**config.mk**
```make
export PLATFORM = sky130hd
export DESIGN_NAME = vga_reg_ctrl_flat
export DESIGN_NICKNAME = d
export VERILOG_FILES = /design/src/rtl/vga_pkg.sv /design/src/rtl/vga_reg_ctrl_if.sv /design/src/rtl/vga_strobe_sync.sv /design/src/rtl/vga_reg_ctrl.sv /design/src/flat_wrapper.sv
export SDC_FILE = /design/constraint.sdc
export NUM_CORES = 1
export LEC_CHECK = 0
export BUFFER_PORTS_ARGS = -buffer_cell sky130_fd_sc_hd__buf_4
export CAP_MARGIN = 0
export CORE_MARGIN = 2
export CORE_UTILIZATION = 40
export CTS_BUF_LIST = sky130_fd_sc_hd__clkbuf_8
export DETAILED_ROUTE_END_ITERATION = 12
export GPL_TIMING_DRIVEN = 0
export MAX_ROUTING_LAYER = met4
export PLACE_DENSITY = 0.62
export SYNTH_ARGS = -nofsm -noshare
export SYNTH_HDL_FRONTEND = slang
export SYNTH_SLANG_ARGS = --single-unit
```
**constraint.sdc**
```tcl
create_clock -name clk -period 1.45 [get_ports clk]
set_clock_uncertainty 0.1 [all_clocks]
set_input_delay 0.29 -clock clk [delete_from_list [all_inputs] [get_ports clk]]
set_output_delay 0.29 -clock clk [all_outputs]
set_load 0.05 [all_outputs]
```
**src/rtl/vga_pkg.sv**
```systemverilog
// Shared definitions for the VGA CPU register controller.
//   - register addresses on the 2-bit CPU address bus
//   - CTRL bit positions
//   - STATUS read-back layout and a packing helper
package vga_pkg;

  localparam logic [1:0] REG_CTRL   = 2'd0;
  localparam logic [1:0] REG_BGCOL  = 2'd1;
  localparam logic [1:0] REG_FGCOL  = 2'd2;
  localparam logic [1:0] REG_STATUS = 2'd3;

  localparam int CTRL_EN    = 0;  // display enable
  localparam int CTRL_BLINK = 1;  // blink enable
  localparam int CTRL_IMM   = 6;  // commit writes immediately, not at vblank
  localparam int CTRL_IRQ   = 7;  // vblank interrupt enable

  localparam int ST_VSYNC   = 0;
  localparam int ST_BLINK   = 1;
  localparam int ST_VBLANK  = 6;
  localparam int ST_PENDING = 7;

  typedef struct packed {
    logic       pending;
    logic       vblank;
    logic [3:0] rsvd;
    logic       blink;
    logic       vsync;
  } status_t;

  function automatic logic [7:0] status_pack(input logic pending, input logic vblank,
                                             input logic blink, input logic vsync);
    status_t s;
    s = '{pending, vblank, 4'b0, blink, vsync};
    return s;
  endfunction

endpackage

```
**src/rtl/vga_reg_ctrl_if.sv**
```systemverilog
// CPU-side bus of the VGA register controller (8086 style I/O cycle).
//   addr     : register select, stable for the whole strobe
//   _vga_io  : active-low chip select (asynchronous)
//   _wr/_rd  : active-low write/read strobes (asynchronous)
//   data_in  : write data from the CPU
//   data_out : read data to the CPU, qualified by data_oe
//   data_oe  : enable for the external data bus tristate
interface vga_reg_ctrl_if;
  logic [1:0] addr;
  logic       _vga_io;
  logic       _wr;
  logic       _rd;
  logic [7:0] data_in;
  logic [7:0] data_out;
  logic       data_oe;

  modport master (output addr, _vga_io, _wr, _rd, data_in,
                  input  data_out, data_oe);
  modport slave  (input  addr, _vga_io, _wr, _rd, data_in,
                  output data_out, data_oe);
endinterface

```
**src/rtl/vga_strobe_sync.sv**
```systemverilog
// N-stage synchroniser for an active-low asynchronous strobe.
//   clk, reset : video clock, synchronous active-high reset
//   strobe_n   : asynchronous active-low strobe
//   active     : synced level of the strobe (1 = asserted)
//   fell       : one-cycle pulse on the synced falling edge of strobe_n
// A falling edge only counts after a genuine high sample has come through
// the chain since reset, so a strobe already low at reset release gives
// no pulse until it has been released and asserted again.
module vga_strobe_sync #(
  parameter int STAGES = 2
) (
  input  logic clk,
  input  logic reset,
  input  logic strobe_n,
  output logic active,
  output logic fell
);

  logic [STAGES-1:0] sync_q, sync_d;
  // marks which chain stages hold real pin samples rather than reset values
  logic [STAGES-1:0] vld_pipe_q, vld_pipe_d;
  logic              armed_q, armed_d;
  logic              s, v;

  always_comb begin
    sync_d     = {sync_q[STAGES-2:0], strobe_n};
    vld_pipe_d = {vld_pipe_q[STAGES-2:0], 1'b1};
    s          = sync_q[STAGES-1];
    v          = vld_pipe_q[STAGES-1];
    active     = ~s;
    fell       = armed_q & ~s;
    armed_d    = armed_q;
    if (!s)     armed_d = 1'b0;
    else if (v) armed_d = 1'b1;
  end

  always_ff @(posedge clk) begin
    if (reset) begin
      sync_q     <= '1;
      vld_pipe_q <= '0;
      armed_q    <= 1'b0;
    end else begin
      sync_q     <= sync_d;
      vld_pipe_q <= vld_pipe_d;
      armed_q    <= armed_d;
    end
  end

endmodule

```
**src/rtl/vga_reg_ctrl.sv**
```systemverilog
// CPU register controller for the VGA block.
//   clk, reset : video clock, synchronous active-high reset
//   bus        : CPU I/O bus (slave side), strobes asynchronous
//   vblank     : vertical blank, synchronous to clk
//   _char_bg   : 0 = background pixel, 1 = foreground pixel
//   dcol       : registered pixel colour
//   blink      : cursor/attribute blink phase
//   irq        : vblank interrupt, level
// CPU writes land in shadow registers and are copied to the live registers
// at the vblank rising edge (or the cycle after a write in IMMEDIATE mode),
// so the visible frame never changes mid-scan.
module vga_reg_ctrl
  import vga_pkg::*;
#(
  parameter int SYNC_STAGES  = 2,
  parameter int BLINK_FRAMES = 16
) (
  input  logic                 clk,
  input  logic                 reset,
  vga_reg_ctrl_if.slave        bus,
  input  logic                 vblank,
  input  logic                 _char_bg,
  output logic [7:0]           dcol,
  output logic                 blink,
  output logic                 irq
);

  logic wr_n, rd_n;
  logic wr_pulse, rd_active;
  logic wr_active_unused, rd_fell_unused;

  assign wr_n = bus._vga_io | bus._wr;
  assign rd_n = bus._vga_io | bus._rd;

  vga_strobe_sync #(.STAGES(SYNC_STAGES)) u_wr_sync (
    .clk, .reset, .strobe_n(wr_n), .active(wr_active_unused), .fell(wr_pulse)
  );
  vga_strobe_sync #(.STAGES(SYNC_STAGES)) u_rd_sync (
    .clk, .reset, .strobe_n(rd_n), .active(rd_active), .fell(rd_fell_unused)
  );

  logic [7:0] ctrl_sh_q, ctrl_sh_d, bgcol_sh_q, bgcol_sh_d, fgcol_sh_q, fgcol_sh_d;
  logic [7:0] ctrl_q, ctrl_d, bgcol_q, bgcol_d, fgcol_q, fgcol_d;
  logic       pending_q, pending_d, vsync_q, vsync_d, vblank_q, vblank_d;
  logic       imm_q, imm_d, blink_q, blink_d, data_oe_q, data_oe_d;
  logic [7:0] bcnt_q, bcnt_d, dcol_q, dcol_d, data_out_q, data_out_d;
  logic       vblank_rise, shadow_wr, status_clr, commit;
  logic [7:0] rd_data;

  always_comb begin
    vblank_d    = vblank;
    vblank_rise = vblank & ~vblank_q;

    ctrl_sh_d  = ctrl_sh_q;
    bgcol_sh_d = bgcol_sh_q;
    fgcol_sh_d = fgcol_sh_q;
    shadow_wr  = 1'b0;
    status_clr = 1'b0;
    if (wr_pulse) begin
      case (bus.addr)
        REG_CTRL:  begin ctrl_sh_d  = bus.data_in; shadow_wr = 1'b1; end
        REG_BGCOL: begin bgcol_sh_d = bus.data_in; shadow_wr = 1'b1; end
        REG_FGCOL: begin fgcol_sh_d = bus.data_in; shadow_wr = 1'b1; end
        default:   status_clr = bus.data_in[ST_VSYNC];
      endcase
    end

    // IMMEDIATE is judged on the shadow value before this write, so
    // toggling bit6 takes effect under the previous rule.
    imm_d  = shadow_wr & ctrl_sh_q[CTRL_IMM];
    commit = vblank_rise | imm_q;

    // commit takes the post-write shadow, forwarding a same-cycle write
    ctrl_d    = commit ? ctrl_sh_d  : ctrl_q;
    bgcol_d   = commit ? bgcol_sh_d : bgcol_q;
    fgcol_d   = commit ? fgcol_sh_d : fgcol_q;
    pending_d = commit ? 1'b0 : (pending_q | shadow_wr);

    // set wins over a simultaneous write-1-to-clear
    vsync_d = vblank_rise ? 1'b1 : (status_clr ? 1'b0 : vsync_q);

    bcnt_d  = bcnt_q;
    blink_d = blink_q;
    if (!ctrl_q[CTRL_BLINK]) begin
      bcnt_d  = 8'd0;
      blink_d = 1'b0;
    end else if (vblank_rise) begin
      if (bcnt_q == 8'(BLINK_FRAMES - 1)) begin
        bcnt_d  = 8'd0;
        blink_d = ~blink_q;
      end else begin
        bcnt_d = bcnt_q + 8'd1;
      end
    end

    dcol_d = ctrl_q[CTRL_EN] ? (_char_bg ? fgcol_q : bgcol_q) : 8'h00;

    case (bus.addr)
      REG_CTRL:  rd_data = ctrl_q;
      REG_BGCOL: rd_data = bgcol_q;
      REG_FGCOL: rd_data = fgcol_q;
      default:   rd_data = status_pack(pending_q, vblank, blink_q, vsync_q);
    endcase
    data_oe_d  = rd_active;
    data_out_d = rd_active ? rd_data : data_out_q;
  end

  always_ff @(posedge clk) begin
    if (reset) begin
      ctrl_sh_q  <= '0;  bgcol_sh_q <= '0;  fgcol_sh_q <= '0;
      ctrl_q     <= '0;  bgcol_q    <= '0;  fgcol_q    <= '0;
      pending_q  <= 1'b0; vsync_q   <= 1'b0; vblank_q  <= 1'b0;
      imm_q      <= 1'b0; blink_q   <= 1'b0; data_oe_q <= 1'b0;
      bcnt_q     <= '0;  dcol_q     <= '0;  data_out_q <= '0;
    end else begin
      ctrl_sh_q  <= ctrl_sh_d;  bgcol_sh_q <= bgcol_sh_d;  fgcol_sh_q <= fgcol_sh_d;
      ctrl_q     <= ctrl_d;     bgcol_q    <= bgcol_d;     fgcol_q    <= fgcol_d;
      pending_q  <= pending_d;  vsync_q    <= vsync_d;     vblank_q   <= vblank_d;
      imm_q      <= imm_d;      blink_q    <= blink_d;     data_oe_q  <= data_oe_d;
      bcnt_q     <= bcnt_d;     dcol_q     <= dcol_d;      data_out_q <= data_out_d;
    end
  end

  assign bus.data_out = data_out_q;
  assign bus.data_oe  = data_oe_q;
  assign dcol         = dcol_q;
  assign blink        = blink_q;
  assign irq          = vsync_q & ctrl_q[CTRL_IRQ];

endmodule
```
**src/flat_wrapper.sv**
```systemverilog
// flat-port wrapper written by rule: the top's interface ports become plain ports
module vga_reg_ctrl_flat import vga_pkg::*;
#(
  parameter int SYNC_STAGES  = 2,
  parameter int BLINK_FRAMES = 16
)
  (clk, reset, vblank, _char_bg, dcol, blink, irq, bus_addr, bus__vga_io, bus__wr, bus__rd, bus_data_in, bus_data_out, bus_data_oe);
  vga_reg_ctrl_if bus_i ();
  input  logic clk;
  input  logic reset;
  input  logic vblank;
  input  logic _char_bg;
  output logic [7:0] dcol;
  output logic blink;
  output logic irq;
  input wire logic [$bits(bus_i.addr)-1:0] bus_addr;
  input wire logic [$bits(bus_i._vga_io)-1:0] bus__vga_io;
  input wire logic [$bits(bus_i._wr)-1:0] bus__wr;
  input wire logic [$bits(bus_i._rd)-1:0] bus__rd;
  input wire logic [$bits(bus_i.data_in)-1:0] bus_data_in;
  output wire logic [$bits(bus_i.data_out)-1:0] bus_data_out;
  output wire logic [$bits(bus_i.data_oe)-1:0] bus_data_oe;
  assign bus_i.addr = bus_addr;
  assign bus_i._vga_io = bus__vga_io;
  assign bus_i._wr = bus__wr;
  assign bus_i._rd = bus__rd;
  assign bus_i.data_in = bus_data_in;
  assign bus_data_out = bus_i.data_out;
  assign bus_data_oe = bus_i.data_oe;
  vga_reg_ctrl #(.SYNC_STAGES(SYNC_STAGES), .BLINK_FRAMES(BLINK_FRAMES)) u_core (.clk(clk), .reset(reset), .bus(bus_i), .vblank(vblank), ._char_bg(_char_bg), .dcol(dcol), .blink(blink), .irq(irq));
endmodule
```
==> results.yml, run 1 <==
global_route:
  track_usage: 0.193
  grt_pass1_vias: 2395
  antenna_found_initial: 0
  grt_overflow: 0
  grt_pass1_wl_um: 12600
  grt_start_max_net_pins: 15
setup_path:
  arrival_ns: 1.78
  crit_type: "flop to flop"
  cp_max_fo: 4
  critPathCaptureType: "flop"
  startpoint_type: "flop"
  cp.required_ns: 1.64
sta:
  fmax_ghz: 0.631
  report.final.slew_viol_count: 0
  hold_slack_ns: 0.0132
  min_period_ns: 1.59
  timing.final.crit_share: 1.09
  final.setup.worst_slack_ns: -0.135
  rsz0062_at_grt: "yes"
  slew_headroom: 0.602
  finalSetupViolCount: 44
  worst_pin_slew_ns: 0.598
  hold_viol_final: 0
  finalSetupTns_ns: -1.69
synth:
  synth_cells: 324
  syn_area_per_cell_um2: 10.1
  synthesis.area_mm2: 0.00326
  ys_types: 34
  ys_seq_elements: 85
  syn_nets: 342
  yosysSeqAreaShare: 0.522
  ys_warn_count: 0
final_layout:
  drive_gt1_frac: 0.323
  synthToLayoutAreaGrowth_pct: 30.8
  diodes: 0
  final_cell_mix: "dfxtp_1, buf_4, nor2_1, a21oi_1, o31ai_1"
  final_common_cell: "dfxtp_1"
  final_util: 0.546
  fin_nets: 388
  stdcell_area_mm2: 0.00426
floorplan:
  fp.dieW_um: 94.2
  std_cell_rows: 32
  die_h_um: 94.2
  start_util: 0.417
  design.core.area_mm2: 0.00781
  die-area_mm2: 0.00888
  ioPinCount: 36
pwr:
  clkPwrFrac: 0.400
  power_frac_comb: 0.081
  power_density_mw_per_mm2: 1110
  vdd_ir_drop_max_v: 0.000463
  leakagePower_nw: 1.57
  cellInternalPower_mw: 3.57
  netSwitchingFraction: 0.243
  p_total_mw: 4.71
  p_seq_frac: 0.519
  power.switching_mw: 1.15
clock_network:
  hold_buffers: 0
  cts_buffers: 9
  clockBufferDepth: 2
  clock_sinks: 85
  cts.root.buffer_cell: "clkbuf_8"
  clk_latency_ns: 0.36
  cts_htree_levels: 3
  cts_tree: "done"
  clkTransAtPathRegs_ns: 0.09
placed_design:
  dp_hpwl_um: 5390
  io_buffers: 32
  place_congestion: 0.813
  dpl_cell_area_mm2: 0.00364
route:
  wl_per_cell_um: 17.0
  vias: 2536
  ant_nets: 0
  first_pass_iters: 4
  avgViaCountPerCell: 5.32
  drc: 0
  drt_iter0_drc: 159
  drt_wl_total_um: 8100
hold_path:
  hold_path.class: "input port to flop"
run_status:
  status: "complete, but fails checks"
  violations: "setup timing"
flow_run:
  maxCapViolCount: 0
## cells in the mapped netlist (all sizes together)
| library cell | number | share of area |
|---|---|---|
| nor3 | 1 | 0.0015 |
| and2 | 1 | 0.0019 |
| nand3b | 5 | 0.012 |
| o311ai | 1 | 0.0027 |
| o211a | 1 | 0.0031 |
| or2 | 3 | 0.0058 |
| o41ai | 1 | 0.0027 |
| and4 | 1 | 0.0027 |
| nand2 | 13 | 0.015 |
| o31ai | 28 | 0.065 |
| nand4b | 2 | 0.0054 |
| ha | 1 | 0.0038 |
| nor4bb | 2 | 0.0061 |
| nor2b | 5 | 0.0096 |
| or3 | 3 | 0.0058 |
| or4 | 4 | 0.010 |
| clkbuf | 16 | 0.022 |
| dfxtp | 85 | 0.52 |
| buf | 10 | 0.015 |
| mux2i | 37 | 0.11 |
| o21a | 5 | 0.012 |
| nand2b | 1 | 0.0019 |
| nor2 | 36 | 0.041 |
| nand3 | 1 | 0.0015 |
| and3b | 1 | 0.0027 |
| nor4b | 1 | 0.0027 |
| inv | 8 | 0.0092 |
| o21ai | 10 | 0.015 |
| mux4 | 4 | 0.028 |
| xnor2 | 2 | 0.0054 |
| a41oi | 1 | 0.0027 |
| a21oi | 34 | 0.052 |
## power groups by stage
stage	clock, mW	combinational, mW	sequential (mW)
global route	2.02	0.412	2.45
detailed placement	0	0.335	2.50
finish	1.88	0.379	2.45
global placement	0	0.330	2.50
floorplan	0	0.201	2.51
CTS	1.91	0.351	2.44
## cell families (layout without fill, tap and decap cells)
family,Yosys count,count (layout),synth area share
flip-flops,85,85,0.522
AO/OA/AOI/OAI,81,81,0.155
AND/OR/NAND/NOR,80,80,0.126
multiplexers,41,41,0.141
buffers and inverters,34,85,0.0461
XOR/XNOR,2,2,0.00538
adder cells (fa/ha/maj),1,1,0.00384
## stage by stage
step / instances / setup WS, ns
5_1_grt: 477 / -0.160
3_5_place_dp: 458 / -0.293
3_3_place_gp: 458 / -0.287
6_report: 477 / -0.135
4_1_cts: 477 / -0.133
2_1_floorplan: 324 / -0.0797
## critical path, cell delays in order, from the launching register on
cell and delay, ns:
dfxtp_2 0.33, or4_4 0.55, or4_1 0.41, a21oi_1 0.13
## sequential cells by signal, indices dropped and copies added, names as in the netlist, 2 cells and up
| signal | count |
|---|---|
| u_core.bcnt_q | 8 |
| u_core.bus.data_out | 8 |
| u_core.fgcol_sh_q | 8 |
| u_core.ctrl_sh_q | 8 |
| u_core.fgcol_q | 8 |
| u_core.u_rd_sync.sync_q | 2 |
| u_core.bgcol_q | 8 |
| u_core.u_wr_sync.vld_pipe_q | 2 |
| u_core.dcol | 8 |
| u_core.bgcol_sh_q | 8 |
| u_core.ctrl_q | 8 |
| u_core.u_wr_sync.sync_q | 2 |
## layer usage
| metal | GRT usage | routed length, µm | vias up |
|---|---|---|---|
| li1 | - | - | 1256 |
| met1 | 0.272 | 3950 | 1207 |
| met2 | 0.275 | 3640 | 65 |
| met3 | 0.0441 | 450 | 8 |
| met4 | 0.0652 | 68 | 0 |
| met5 | - | 0 | - |
## worst paths after layout
path | startpoint | end | slack (ns) | cells past startpoint
hold / removal | bus__rd | u_core.u_rd_sync.sync_q[0] | 0.01 | 2
hold reg to reg | u_core.u_rd_sync.sync_q[0] | u_core.u_rd_sync.sync_q[1] | 0.33 | 1
setup reg to reg | u_core.bcnt_q[4] | u_core.blink | -0.14 | 3
setup / recovery | u_core.bcnt_q[4] | u_core.blink | -0.14 | 3
## layout make-up
cell class / instances / area, µm²
buffer: 25 / 158
clock buffer: 10 / 138
clock inverter: 6 / 86.3
fill: 699 / 3550
inverter: 8 / 30.0
multi-input combinational: 205 / 1730
sequential: 85 / 1720
tap: 102 / 128
timing repair buffer: 36 / 274
## repair_timing
item / CTS / global route
endpoints found under the setup margin: 43 / 55
buffers inserted: 4 / 0
gates resized for setup: 32 / 56
pin swaps: 20 / 6
Note: power is estimated with default switching activity, not from simulation.
==> inputs of run 2 (changes only) <==
Settings changed: PLACE_DENSITY 0.62 to 0.63.
==> results.yml, run 2 (synthesis gave the netlist of run 1 again) <==
setup_path:
  crit_chain: "or4_4, or4_4, a21oi_2"
  max_stage_delay_ns: 0.53
  startpoint_type: "flop"
  cp_top_family: "simple AND/OR/NAND/NOR gates"
  critPathMostFrequentCell: "or4_4"
  critPathCaptureType: "flop"
  cp_max_fo: 5
  crit_type: "flop to flop"
  slowest_stage: "or4_4"
  arrival_ns: 1.77
  crit_buf_inv: 0
  cp.required_ns: 1.64
clock_network:
  clk_latency_ns: 0.35
  clock_sinks: 85
  clkTransAtPathRegs_ns: 0.08
  clockBufferDepth: 2
  cts.root.buffer_cell: "clkbuf_8"
  cts_buffers: 9
  cts_tree: "done"
  cts_htree_levels: 3
global_route:
  grt_overflow: 0
  grt_start_max_net_pins: 15
  grt_pass1_wl_um: 12500
  track_usage: 0.193
  antenna_found_initial: 0
  grt_pass1_vias: 2419
sta:
  worst_pin_slew_ns: 0.614
  fmax_ghz: 0.632
  finalSetupTns_ns: -1.80
  rsz0062_at_grt: "yes"
  min_period_ns: 1.58
  finalSetupViolCount: 29
  slew_headroom: 0.591
  report.final.slew_viol_count: 0
  timing.final.crit_share: 1.09
  hold_viol_final: 0
  final.setup.worst_slack_ns: -0.133
placed_design:
  placed_cells: 458
  io_buffers: 32
  place_congestion: 0.781
  dp_hpwl_um: 5390
final_layout:
  diodes: 0
  final_common_cell: "dfxtp_1"
  drive_gt1_frac: 0.301
  fillers: 715
  final_cells: 477
  synthToLayoutAreaGrowth_pct: 27.2
  final_cell_mix: "dfxtp_1, buf_4, nor2_1, a21oi_1, o31ai_1"
  fin_nets: 388
pwr:
  power_density_mw_per_mm2: 1030
  vdd_ir_drop_max_v: 0.000419
  p_total_mw: 4.28
  leakagePower_nw: 1.54
route:
  ant_nets: 0
  wirelength_met1_um: 3810
  drt_wl_total_um: 8050
  wl_met2_um: 3620
  drc: 0
  drt_iter0_drc: 117
  wl_per_cell_um: 16.9
  first_pass_iters: 4
  dr_wl_met3_um: 502
  avgViaCountPerCell: 5.23
  vias: 2497
  highest-signal-layer: "met4"
run_status:
  violations: "setup timing"
  status: "complete, but fails checks"
floorplan:
  std_cell_rows: 32
  start_util: 0.417
  design.core.area_mm2: 0.00781
  die_h_um: 94.2
  die-area_mm2: 0.00888
  ioPinCount: 36
  fp.dieW_um: 94.2
hold_path:
  hold_path.class: "input port to flop"
flow_run:
  maxCapViolCount: 0
## run 2: per-layer routing
metal	GRT usage	vias up
li1	-	1245
met2	0.290	64
met3	0.0482	11
met4	0.0640	0
met5	-	-
met1	0.256	1177
## run 2: where the power goes
part / total [mW] / internal, mW / switching (mW) / leakage [nW]
clock: 1.46 / 0.613 / 0.849 / 0.0901
combinational: 0.372 / 0.155 / 0.217 / 0.759
sequential: 2.45 / 2.40 / 0.0549 / 0.694
## run 2: path summary, 6_finish.rpt
path                            cells after the start  slack [ns]                  startpoint                          to
worst max-delay path                                3       -0.13            u_core.bcnt_q[4]                u_core.blink
worst min-delay path                                2        0.03                     bus__rd  u_core.u_rd_sync.sync_q[0]
worst max register to register                      3       -0.13            u_core.bcnt_q[4]                u_core.blink
worst min register to register                      1        0.33  u_core.u_rd_sync.sync_q[0]  u_core.u_rd_sync.sync_q[1]
## run 2: final cells by class
class                           count  area, µm²  area share
Buffer                             25        144      0.0347
Tap cell                          102        128      0.0308
Multi-Input combinational cell    205       1690       0.407
Sequential cell                    85       1710       0.414
Inverter                            8       30.0     0.00725
Clock inverter                      7       43.8      0.0106
Timing Repair Buffer               36        274      0.0661
Clock buffer                        9        124      0.0299
## run 2: repair_timing
action	CTS	global route
pin swaps	14	12
hold buffers	0	0
buffers inserted	3	1
setup endpoints to repair	43	49
resized for setup	27	43
## run 2: stage by stage
step                 util  area [µm²]  hold slack, ns  setup WS [ns]
floorplan               -        3270           0.289        -0.0797
detailed placement  0.466        3640           0.307         -0.291
finish              0.531        4140          0.0263         -0.133
global placement    0.466        3640           0.299         -0.286
global route        0.531        4140         0.00851         -0.188
CTS                 0.503        3920          0.0166         -0.147
